## src/rtl/mem_bringup_sequencer.sv

```systemverilog
// DDR bring-up sequencer: MIG reset, MMCM-lock/calibration supervision with timeouts and bounded retry.
// Build option: MEM_SEQ_AUTO_RECOVER_EN makes a fault in RUN re-run bring-up instead of failing.
module mem_bringup_sequencer #(
  parameter int unsigned RESET_CYCLES  = 16,
  parameter int unsigned LOCK_TIMEOUT  = 65536,
  parameter int unsigned CALIB_TIMEOUT = 4194304,
  parameter int unsigned SETTLE_CYCLES = 64,
  parameter int unsigned MAX_RETRY     = 3
) (
  input  logic       clock,
  input  logic       sys_reset,
  input  logic       clock_ok,
  input  logic       mmcm_locked,
  input  logic       calib_complete,
  input  logic       ui_clk_sync_rst,
  output logic       mem_reset,
  output logic       aresetn,
  output logic       mem_ok,
  output logic       mem_error,
  output logic [3:0] retry_count,
  output logic [2:0] state
);

  localparam int unsigned MAX_A = (LOCK_TIMEOUT > CALIB_TIMEOUT) ? LOCK_TIMEOUT : CALIB_TIMEOUT;
  localparam int unsigned MAX_B = (RESET_CYCLES > SETTLE_CYCLES) ? RESET_CYCLES : SETTLE_CYCLES;
  localparam int unsigned MAX_T = (MAX_A > MAX_B) ? MAX_A : MAX_B;
  localparam int unsigned CW    = $clog2(MAX_T) + 1;

  typedef enum logic [2:0] {
    S_HOLD       = 3'd0,
    S_WAIT_LOCK  = 3'd1,
    S_WAIT_CALIB = 3'd2,
    S_SETTLE     = 3'd3,
    S_RUN        = 3'd4,
    S_RETRY      = 3'd5,
    S_FAIL       = 3'd6
  } state_t;

  // Bit order in each stage: {clock_ok, mmcm_locked, calib_complete, ui_clk_sync_rst}
  (* ASYNC_REG = "TRUE" *) logic [3:0] sync1;
  (* ASYNC_REG = "TRUE" *) logic [3:0] sync2;
  (* ASYNC_REG = "TRUE" *) logic [3:0] sync3;

  logic clock_ok_s, mmcm_locked_s, calib_complete_s, ui_clk_sync_rst_s;
  logic link_fault;

  state_t        state_q, state_next;
  logic [CW-1:0] cnt_q, cnt_next;
  logic [3:0]    retry_q, retry_next;

  always_ff @(posedge clock) begin
    sync1 <= {clock_ok, mmcm_locked, calib_complete, ui_clk_sync_rst};
    sync2 <= sync1;
    sync3 <= sync2;
  end

  assign {clock_ok_s, mmcm_locked_s, calib_complete_s, ui_clk_sync_rst_s} = sync3;
  assign link_fault = !mmcm_locked_s || !calib_complete_s || ui_clk_sync_rst_s;

  always_comb begin
    state_next = state_q;
    retry_next = retry_q;
    cnt_next   = '0;
    if (!clock_ok_s && state_q != S_HOLD && state_q != S_FAIL) begin
      state_next = S_HOLD;
    end else begin
      unique case (state_q)
        S_HOLD: begin
          if (clock_ok_s && cnt_q == CW'(RESET_CYCLES - 1)) state_next = S_WAIT_LOCK;
        end
        S_WAIT_LOCK: begin
          if (mmcm_locked_s)                             state_next = S_WAIT_CALIB;
          else if (cnt_q == CW'(LOCK_TIMEOUT - 1))       state_next = S_RETRY;
        end
        S_WAIT_CALIB: begin
          if (!mmcm_locked_s)                            state_next = S_RETRY;
          else if (calib_complete_s && !ui_clk_sync_rst_s) state_next = S_SETTLE;
          else if (cnt_q == CW'(CALIB_TIMEOUT - 1))      state_next = S_RETRY;
        end
        S_SETTLE: begin
          if (link_fault)                                state_next = S_RETRY;
          else if (cnt_q == CW'(SETTLE_CYCLES - 1))      state_next = S_RUN;
        end
        S_RUN: begin
`ifdef MEM_SEQ_AUTO_RECOVER_EN
          if (link_fault) state_next = S_RETRY;
`else
          if (link_fault) state_next = S_FAIL;
`endif
        end
        S_RETRY: begin
          if (retry_q == 4'(MAX_RETRY)) begin
            state_next = S_FAIL;
          end else begin
            retry_next = retry_q + 4'd1;
            state_next = S_HOLD;
          end
        end
        S_FAIL:  state_next = S_FAIL;
        default: state_next = S_HOLD;
      endcase
    end

    // HOLD counts consecutive clock_ok cycles; timed states count dwell; others park at zero
    if (state_next != state_q)                                         cnt_next = '0;
    else if (state_q == S_HOLD)                                        cnt_next = clock_ok_s ? cnt_q + CW'(1) : '0;
    else if (state_q inside {S_WAIT_LOCK, S_WAIT_CALIB, S_SETTLE})     cnt_next = cnt_q + CW'(1);
  end

  // Outputs are decoded from the current state, so they follow a state change by one cycle
  always_ff @(posedge clock) begin
    if (sys_reset) begin
      state_q   <= S_HOLD;
      cnt_q     <= '0;
      retry_q   <= '0;
      mem_reset <= 1'b1;
      aresetn   <= 1'b0;
      mem_ok    <= 1'b0;
      mem_error <= 1'b0;
    end else begin
      state_q   <= state_next;
      cnt_q     <= cnt_next;
      retry_q   <= retry_next;
      mem_reset <= !(state_q inside {S_WAIT_LOCK, S_WAIT_CALIB, S_SETTLE, S_RUN});
      aresetn   <= (state_q == S_RUN);
      mem_ok    <= (state_q == S_RUN);
      mem_error <= (state_q == S_FAIL);
    end
  end

  assign state       = state_q;
  assign retry_count = retry_q;

endmodule
```

## config.mk

```make
export PLATFORM = sky130hd
export DESIGN_NAME = mem_bringup_sequencer
export DESIGN_NICKNAME = d
export VERILOG_FILES = /design/src/rtl/mem_bringup_sequencer.sv
export SDC_FILE = /design/constraint.sdc
export NUM_CORES = 1
export LEC_CHECK = 0
export ABC_CLOCK_PERIOD_IN_PS = 2800
export BUFFER_PORTS_ARGS = -buffer_cell sky130_fd_sc_hd__buf_2
export CORE_UTILIZATION = 58
export CTS_CLUSTER_SIZE = 25
export DETAILED_ROUTE_END_ITERATION = 16
export MAX_ROUTING_LAYER = met4
export PLACE_DENSITY_LB_ADDON = 0.05
export SYNTH_ARGS = -nofsm -noshare
export SYNTH_HDL_FRONTEND = slang
export SYNTH_SLANG_ARGS = --single-unit
export TNS_END_PERCENT = 100
```

## constraint.sdc

```tcl
create_clock -name clock -period 2.8 [get_ports clock]
set_input_delay 0.7 -clock clock [delete_from_list [all_inputs] [get_ports clock]]
set_output_delay 0.7 -clock clock [all_outputs]
set_load 0.01 [all_outputs]
```

==> results_tabular.tex <==
\begin{tabular}{lr}
\hline
Metric & Value \\
\hline
\multicolumn{2}{l}{\textbf{Run status}} \\
\quad Run status & finished, final reports clean \\
\multicolumn{2}{l}{\textbf{Power and ir drop}} \\
\quad Leakage power & 0.949 nW \\
\quad Pwr Density & 456 nW/um\^{}2 \\
\quad Overall Power & 1.03 mW \\
\quad Maximum vdd ir drop & 488 uV \\
\multicolumn{2}{l}{\textbf{CTS}} \\
\quad Post-CTS setup repair buffer count & 0 \\
\quad TritonCTS buffer count & 5 \\
\quad Maximum count of clock buffers along a single path & 2 \\
\quad TritonCTS clock tree & yes \\
\quad Library cell used as clock root buffer & clkbuf\_4 \\
\quad Maximum level of the CTS H-tree & 2 \\
\quad Clock network latency to the later pin of the worst-skew pair & 370 ps \\
\quad Number of gates resized after cts & 0 \\
\quad Hold buffer count at CTS & 0 \\
\quad CTS sink cnt & 45 \\
\quad Clock input transition at the sequential cells of the worst setup and hold paths & 140 ps \\
\multicolumn{2}{l}{\textbf{Layout}} \\
\quad Area added between synthesis and finish & 9.96\% \\
\quad Final antenna diode count & 0 \\
\quad Count of nets after finishing & 263 \\
\quad Final cell area excluding filler cells & 2250 sq um \\
\quad Share of layout cells above drive strength 1 & 0.156 \\
\multicolumn{2}{l}{\textbf{STA}} \\
\quad Final setup skew & 8.24 ps \\
\quad Slew at the pin closest to its max-slew limit & 620 ps \\
\quad Setup TNS & 0 ps \\
\quad Final min period & 2620 ps \\
\quad Unrepaired setup endpoints after global routing & false \\
\quad Final Max Tran Viols & 0 \\
\quad \# setup viols final & 0 \\
\quad Final count of hold timing violations & 0 \\
\quad Achievable frequency & 382 MHz \\
\quad Max\_slew headroom & 0.584 \\
\quad Final critical-path share of the clock period & 0.934 \\
\multicolumn{2}{l}{\textbf{Die}} \\
\quad Horizontal extent of the die & 61.4 um \\
\quad Initial cell density of the core & 0.609 \\
\quad Cell row count & 21 \\
\quad Total I/O pin count & 17 \\
\quad Die footprint & 3770 sq um \\
\quad Die height & 61.4 um \\
\quad Area inside the core boundary & 3360 sq um \\
\multicolumn{2}{l}{\textbf{Critical path}} \\
\quad Worst endpoint data arrival time & 2890 ps \\
\quad Category of the most critical setup path & reg -> reg \\
\quad Endpoint class of the critical path & flip-flop \\
\quad Worst path slowest cell & or4\_4 \\
\quad Crit-path leading delay family & simple AND/OR/NAND/NOR gates \\
\quad Crit path max fanout & 17 \\
\quad CP peak stage delay & 610 ps \\
\quad RR Endpoint & cnt\_q[8] \\
\quad Required time at the worst-slack endpoint & 3070 ps \\
\quad List of cells traversed by the critical path & nand4\_1 -> or4\_4 -> o21ai\_0 -> a311oi\_1 -> a31o\_2 -> a31oi\_4 -> buf\_4 -> nor2\_1 \\
\quad Number of buffers and inverters on the critical path & 1 \\
\quad Number of cell instances on the worst register-to-register path & 8 \\
\quad Setup slack on the worst flop-to-flop path & 180 ps \\
\quad Startpoint of the worst-slack reg-to-reg timing path & cnt\_q[6] \\
\quad Setup crit start kind & flip-flop \\
\multicolumn{2}{l}{\textbf{Synth}} \\
\quad Synthesis-stage register bit count & 45 \\
\quad Fraction of synthesis flops using an asynchronous set or reset pin & 0 \\
\quad Number of enable-type register cells in the synthesized netlist & 0 \\
\quad Warnings from Yosys & 0 \\
\quad Net count of the mapped netlist & 244 \\
\quad Unique cell type count in the Yosys netlist & 44 \\
\quad Synth Cell Area & 2050 sq um \\
\quad Sequential area share after synthesis & 0.440 \\
\quad Syn avg cell area & 8.68 sq um \\
\quad Synth Flop Type & dfxtp\_1 \\
\quad Post-synthesis instance total & 236 \\
\multicolumn{2}{l}{\textbf{Place}} \\
\quad Area post-placement & 2190 sq um \\
\quad Hpwl dp & 2820 um \\
\quad PortBufs & 16 \\
\quad Placer congestion estimate & 0.864 \\
\multicolumn{2}{l}{\textbf{Global route}} \\
\quad Wire length of the first global-routing pass & 6480 um \\
\quad Total grt overflow & 0 \\
\quad Vias in the first global route & 1468 \\
\quad Overall global routing resource usage & 0.241 \\
\quad Antenna violations before repair & 0 \\
\quad Pin count of the biggest net entering global routing & 24 \\
\multicolumn{2}{l}{\textbf{Routing}} \\
\quad Average wire per cell in the routed design & 13.1 um \\
\quad Residual antenna-violating net count after detailed routing & 0 \\
\quad Total iterations of the first detailed-routing run & 4 \\
\quad DRT Wirelength & 3950 um \\
\quad Wire length on met3 & 188 um \\
\quad Vias after detailed routing & 1731 \\
\quad 1st-iter DRT viols & 80 \\
\quad Post-detailed-route DRC marker count & 0 \\
\quad Met2 WL post-DR & 1840 um \\
\quad Routed metal-1 wirelength & 1860 um \\
\quad Ratio of routed vias to standard cells & 5.73 \\
\quad Top routing layer in use & met4 \\
\multicolumn{2}{l}{\textbf{Hold path}} \\
\quad Worst hold endpoint & sync3[1] \\
\quad Hold Path Class & reg -> reg \\
\quad Hold path startpoint & sync2[1] \\
\quad Number of cells traversed by the worst hold path & 0 \\
\multicolumn{2}{l}{\textbf{Job}} \\
\quad MaxCap Viol Count & 0 \\
\hline
\end{tabular}
==> registers in the layout, summed over array words and instances (netlist names) <==
signal / cells
retry_count: 4
state: 3
cnt_q: 23
sync1: 4
sync3: 4
mem_ok: 1
mem_reset: 1
mem_error: 1
sync2: 4
==> metrics by stage <==
step	setup slack, ps	hold slack [ps]	instances	util
2_1_floorplan	572	310	236	-
3_3_place_gp	258	310	294	0.650
3_5_place_dp	239	312	294	0.650
4_1_cts	209	342	302	0.670
5_1_grt	22.3	350	302	0.670
6_report	185	343	302	0.670
==> layer usage <==
layer  track usage  vias to the layer above
li1              -                      866
met1         0.306                      811
met2         0.376                       48
met3        0.0567                        6
met4        0.0825                        0
met5             -                        -
==> worst max path at each step <==
| stage | start | end | slack [ps] | cells past startpoint |
|---|---|---|---|---|
| 3_5_place_dp | cnt_q[5] | cnt_q[13] | 240 | 7 |
| 6_report | cnt_q[6] | cnt_q[8] | 180 | 8 |
| 2_1_floorplan | cnt_q[5] | cnt_q[10] | 570 | 7 |
| 5_1_grt | cnt_q[19] | cnt_q[11] | 20 | 8 |
| 3_3_place_gp | cnt_q[5] | cnt_q[22] | 260 | 7 |
| 4_1_cts | cnt_q[5] | cnt_q[9] | 210 | 7 |
==> cell usage after synthesis (3+ instances only) <==
library cell  number  area, sq um
dfxtp_1           45          901
nor2_1            37          139
nand3_1           32          160
nand2_1           15         56.3
xnor2_1           14          123
xor2_1            11         96.3
clkbuf_1           7         26.3
nor3_1             7         35.0
nor4_1             7         43.8
inv_1              6         22.5
nand4_1            6         37.5
nor3b_1            4         30.0
a21oi_1            3         15.0
and4_1             3         26.3
nand2b_1           3         18.8
o21ai_0            3         15.0
==> layout make-up <==
type | count | area (sq um)
inverters | 6 | 22.5
flip-flops and latches | 45 | 901
well taps | 46 | 57.6
clock inverters | 3 | 28.8
clock buffers | 5 | 37.5
repair buffers | 24 | 140
multi-input cells | 173 | 1060
fillers | 305 | 1110
==> layout by cell type, fill, tap and decap left out, drive strengths merged, types with 4 or more instances in the layout <==
master,n
xor2,11
nor3b,4
nor2,37
nor3,7
clkbuf,5
dfxtp,45
buf,24
nor4,7
nand4,6
inv,9
xnor2,14
nand3,32
nand2,15
==> kinds of logic (layout without fill, tap and decap cells) <==
logic type      Yosys count  count (layout)  synth area share
flops                    45              45             0.440
mux                       2               2           0.00977
simple gates            127             127             0.321
buf+inv                  18              38            0.0428
compound gates           17              17            0.0678
xor+xnor                 25              25             0.107
fa+ha+maj                 2               2            0.0122
==> power breakdown <==
part           internal, mW  total (mW)  leakage, nW  switching [mW]
combinational       0.00957      0.0221        0.543          0.0125
sequential            0.651       0.657        0.367         0.00549
clock                 0.111       0.348       0.0381           0.237
Note: power is estimated with default switching activity, not from simulation.
